<file path="config.mk">
export PLATFORM = sky130hd
export DESIGN_NAME = riscv_retire_monitor
export DESIGN_NICKNAME = d
export VERILOG_FILES = /design/src/rtl/riscv_retire_pkg.sv /design/src/rtl/riscv_halt_detect.sv /design/src/rtl/riscv_retire_monitor.sv
export SDC_FILE = /design/constraint.sdc
export NUM_CORES = 1
export LEC_CHECK = 0
export BUFFER_PORTS_ARGS = -buffer_cell sky130_fd_sc_hd__buf_2
export CAP_MARGIN = 25
export CORE_MARGIN = 2
export CORE_UTILIZATION = 47
export DETAILED_ROUTE_END_ITERATION = 6
export PLACE_DENSITY = 0.86
export SETUP_SLACK_MARGIN = 0.3
export SLEW_MARGIN = 0
export SYNTH_ARGS = -nofsm -noshare
export SYNTH_HDL_FRONTEND = slang
export SYNTH_HIERARCHICAL = 1
export SYNTH_SLANG_ARGS = --single-unit
</file>
<file path="constraint.sdc">
create_clock -name CLK -period 3.3 [get_ports CLK]
set_input_delay 0.495 -clock CLK [delete_from_list [all_inputs] [get_ports CLK]]
set_output_delay 0.495 -clock CLK [all_outputs]
set_load 0.02 [all_outputs]
</file>
<file path="src/rtl/riscv_retire_pkg.sv">
// Shared encodings for the retirement monitor: retire kinds, default halt
// words, halt-FSM states and the saturating count helper.
package riscv_retire_pkg;

   typedef enum logic [1:0] {
      KIND_RD    = 2'd0,
      KIND_BR    = 2'd1,
      KIND_ST    = 2'd2,
      KIND_OTHER = 2'd3
   } ret_kind_e;

   typedef enum logic [1:0] {
      ST_IDLE   = 2'd0,
      ST_SAW0   = 2'd1,
      ST_HALTED = 2'd2
   } halt_state_e;

   localparam logic [31:0] HALT_INST0_DEF = 32'h00c0_0093;  // addi x1,x0,12
   localparam logic [31:0] HALT_INST1_DEF = 32'h0000_8067;  // jalr x0,0(x1)

   // The retired-instruction count sticks at all-ones instead of wrapping.
   function automatic logic [31:0] sat_inc(input logic [31:0] v);
      return (v == 32'hFFFF_FFFF) ? v : v + 32'd1;
   endfunction

endpackage

</file>
<file path="src/rtl/riscv_halt_detect.sv">
// Halt-sequence detector: watches accepted retires for HALT_INST0 followed
// (bubbles allowed) by HALT_INST1, then latches HALT until reset.
module riscv_halt_detect
   import riscv_retire_pkg::*;
#(
   parameter logic [31:0] HALT_INST0 = HALT_INST0_DEF,
   parameter logic [31:0] HALT_INST1 = HALT_INST1_DEF
) (
   input  logic        CLK,
   input  logic        RST,
   input  logic        accept,
   input  logic [31:0] RET_INST,
   output logic        HALT
);

   halt_state_e state_q, state_d;

   always_ff @(posedge CLK) begin
      if (RST) state_q <= ST_IDLE;
      else     state_q <= state_d;
   end

   always_comb begin
      state_d = state_q;
      if (accept) begin
         case (state_q)
            ST_IDLE: begin
               if (RET_INST == HALT_INST0) state_d = ST_SAW0;
            end
            ST_SAW0: begin
               // A repeated first word keeps the sequence armed.
               if (RET_INST == HALT_INST1)      state_d = ST_HALTED;
               else if (RET_INST != HALT_INST0) state_d = ST_IDLE;
            end
            ST_HALTED: state_d = ST_HALTED;
            default:   state_d = ST_IDLE;
         endcase
      end
   end

   assign HALT = (state_q == ST_HALTED);

endmodule

</file>
<file path="src/rtl/riscv_retire_monitor.sv">
// Observation-interface producer: counts retires, tracks the last observable
// result per retire kind, and reports end-of-program via the halt detector.
module riscv_retire_monitor
   import riscv_retire_pkg::*;
#(
   parameter logic [31:0] HALT_INST0 = HALT_INST0_DEF,
   parameter logic [31:0] HALT_INST1 = HALT_INST1_DEF
) (
   input  logic        CLK,
   input  logic        RST,
   input  logic        RET_VALID,
   input  logic [31:0] RET_INST,
   input  logic [1:0]  RET_KIND,
   input  logic [31:0] RET_WD,
   input  logic        RET_TAKEN,
   input  logic [31:0] RET_ADDR,
   output logic [31:0] NUM_INST,
   output logic [31:0] OUTPUT_PORT,
   output logic        HALT
);

   logic        accept;
   logic        halt;
   logic [31:0] num_q, num_d;
   logic [31:0] port_q, port_d;

   // Once halted, retires are dropped so count and port freeze.
   assign accept = RET_VALID && !halt;

   riscv_halt_detect #(
      .HALT_INST0 (HALT_INST0),
      .HALT_INST1 (HALT_INST1)
   ) u_halt_detect (
      .CLK      (CLK),
      .RST      (RST),
      .accept   (accept),
      .RET_INST (RET_INST),
      .HALT     (halt)
   );

   always_comb begin
      num_d  = num_q;
      port_d = port_q;
      if (accept) begin
         num_d = sat_inc(num_q);
         case (ret_kind_e'(RET_KIND))
            KIND_RD:    port_d = RET_WD;
            KIND_BR:    port_d = {31'b0, RET_TAKEN};
            KIND_ST:    port_d = RET_ADDR;
            KIND_OTHER: port_d = port_q;
            default:    port_d = port_q;
         endcase
      end
   end

   always_ff @(posedge CLK) begin
      if (RST) begin
         num_q  <= 32'd0;
         port_q <= 32'd0;
      end else begin
         num_q  <= num_d;
         port_q <= port_d;
      end
   end

   assign NUM_INST    = num_q;
   assign OUTPUT_PORT = port_q;
   assign HALT        = halt;

endmodule

</file>
==> metrics.yaml <==
area_growth_pct: 33.1
clock_latency_ns: 0.34
drtAntennaViolNets: 0
drv_slew: 0
synth_common_cells: "dfxtp_1, nor2_1, a211oi_1"
grtUsageTotal: 0.228
cts.repair.resized: 0
required_ns: 3.56
clock_skew_ns: 0.0112
fmax_mhz: 419
clk_root_buffer_cell: "clkbuf_8"
antenna_found_initial: 0
yosys.area.top_type: "dfxtp_1"
port_buffers: 166
maxCapViolCount: 0
critPathLaunchType: "flip-flop"
worstMarginPinSlew_ns: 0.835
grt_first_pass_wirelength_mm: 14.0
period_needed_ns: 2.39
wl_mm: 8.90
outcome: "completed"
clock-sinks: 66
die-height_um: 87.5
grt_overflow: 0
avgViaCountPerCell: 5.69
holdBufCountCts: 0
async_reset_ff_frac: 0
antennaDiodeCount: 0
die_w_um: 87.5
syn_nets: 488
grt_max_degree: 64
cts_setup_buffers: 0
synth_top_area_frac: 0.403
drive_gt1_frac: 0.371
rsz0062_at_grt: "no"
ir_worst_vdd_mv: 0.283
gp_congestion: 0.814
crit_type: "flip-flop to flip-flop"
cellPowerDensity_nw_per_um2: 435
synth.most_common_cell: "dfxtp_1"
fin_setup_tns_ns: 0
nFillCells: 578
cts-buffers-inserted: 9
netlist_instances: 382
critPathMaxFanout: 27
ys_seq_area_frac: 0.403
die_area_um2: 7660
hold_violations: 0
finalCritPeriodShare: 0.724
relSlewSlack: 0.443
row_count: 30
cts_tree: "done"
routedWlPerCell_um: 14.3
htree_levels: 3
gr-usage-met3: 0.0569
synth_edf_count: 0
grt_pass1_vias: 3199
dr.pass1.iters: 4
yosys_warnings: 6
cts.clk_slew.worst_paths_ns: 0.07
hold_ws_ns: 0.482
drt_iter0_drc: 196
synth_area_leaders: "dfxtp_1, a211oi_1, a22oi_1"
initial_utilization: 0.485
met2_usage: 0.399
ctsLongestPathBuffers: 2
dp_hpwl_mm: 6.64
setup-violations-final: 0
ios: 167
num_vias: 3537
avgSynthCellArea_um2: 8.58
top_usage_layer: "met2"
cp.arrival_ns: 2.65
core-area_um2: 6760
nNetsFinal: 643
synth_top_flop_cell: "dfxtp_1"
synth.distinct_cells: 43
synth_seq_cells: 66
worstSetupEndpointType: "flip-flop"
drc_errors: 0
gr-usage-met1: 0.265
hold_path.class: "flip-flop to flip-flop"
syn-cell-area_um2: 3280
leakagePower_nw: 1.89
==> where the power goes <==
group / switching (mW) / total (mW) / leakage (nW) / internal (mW)
logic: 0.159 / 0.274 / 1.24 / 0.116
registers: 0.0190 / 0.848 / 0.539 / 0.829
clock network: 0.305 / 0.772 / 0.117 / 0.467
==> routing by layer <==
| layer | up-vias | share of wire |
|---|---|---|
| li1 | 1755 | - |
| met1 | 1605 | 0.41 |
| met2 | 162 | 0.50 |
| met3 | 15 | 0.072 |
| met4 | 0 | 0.017 |
| met5 | - | 0 |
==> critical path: stages (launching register included) <==
cell     delay (ns)
dfxtp_1        0.44
ha_1           0.25
and4_1         0.31
nand4_2        0.18
o21ai_2        0.72
o21ai_0        0.24
a21oi_1        0.18
==> layout by cell type (no fill, tap or decap), drive strengths merged, types with 5 or more instances in the layout <==
master | synthesis | final
dfxtp | 66 | 66
nand3 | 12 | 12
a211oi | 33 | 33
xnor2 | 8 | 8
o21ai | 18 | 18
nand2 | 15 | 15
inv | 6 | 6
nand4 | 12 | 12
clkbuf | 21 | 12
or3 | 14 | 14
nor2 | 51 | 51
a22oi | 32 | 32
nor4 | 6 | 6
buf | 5 | 170
and4 | 12 | 12
a21oi | 23 | 23
and3 | 5 | 5
==> path summary, 6_finish.rpt <==
kind	startpoint	end	slack (ns)	cells past startpoint
setup / recovery	NUM_INST[0]$_SDFFE_PP0P_	NUM_INST[17]$_SDFFE_PP0P_	0.91	6
hold / removal	u_halt_detect/state_q[1]$_SDFFE_PP0P_	u_halt_detect/state_q[1]$_SDFFE_PP0P_	0.48	2
setup reg to reg	NUM_INST[0]$_SDFFE_PP0P_	NUM_INST[17]$_SDFFE_PP0P_	0.91	6
hold reg to reg	u_halt_detect/state_q[1]$_SDFFE_PP0P_	u_halt_detect/state_q[1]$_SDFFE_PP0P_	0.48	2
==> metrics by stage <==
stage                     area [um^2]  instances  power, mW   util  worst slack [ns]
final                            4360        622       1.89  0.645             0.911
after detailed placement         4130        606       1.14  0.611             0.919
after global placement           4130        606       1.13  0.611              1.11
after floorplan                  3280        382       1.02      -              1.28
after global routing             4360        622       1.97  0.645             0.633
after CTS                        4360        622       1.91  0.645             0.893
==> kinds of logic (layout without fill, tap and decap cells) <==
logic type | count (synthesis) | count (layout) | share of synthesized area
buf+inv | 32 | 192 | 0.0424
xor+xnor | 8 | 8 | 0.0214
fa+ha+maj | 4 | 4 | 0.0153
compound gates | 115 | 115 | 0.245
mux | 4 | 4 | 0.0145
flops | 66 | 66 | 0.403
simple gates | 153 | 153 | 0.258
==> layout make-up <==
class	instances	area, um^2	share of cell area
Tap cell	80	100	0.0230
Clock inverter	4	73.8	0.0169
Multi-Input combinational cell	284	1830	0.419
Timing Repair Buffer	170	861	0.197
Inverter	6	22.5	0.00516
Clock buffer	12	155	0.0356
Sequential cell	66	1320	0.303
==> state kept, by name, summed over array words and instances, names as in the netlist <==
name,count
NUM_INST,32
OUTPUT_PORT,32
u_halt_detect/state_q,2
(Power assumes the default switching activity.)
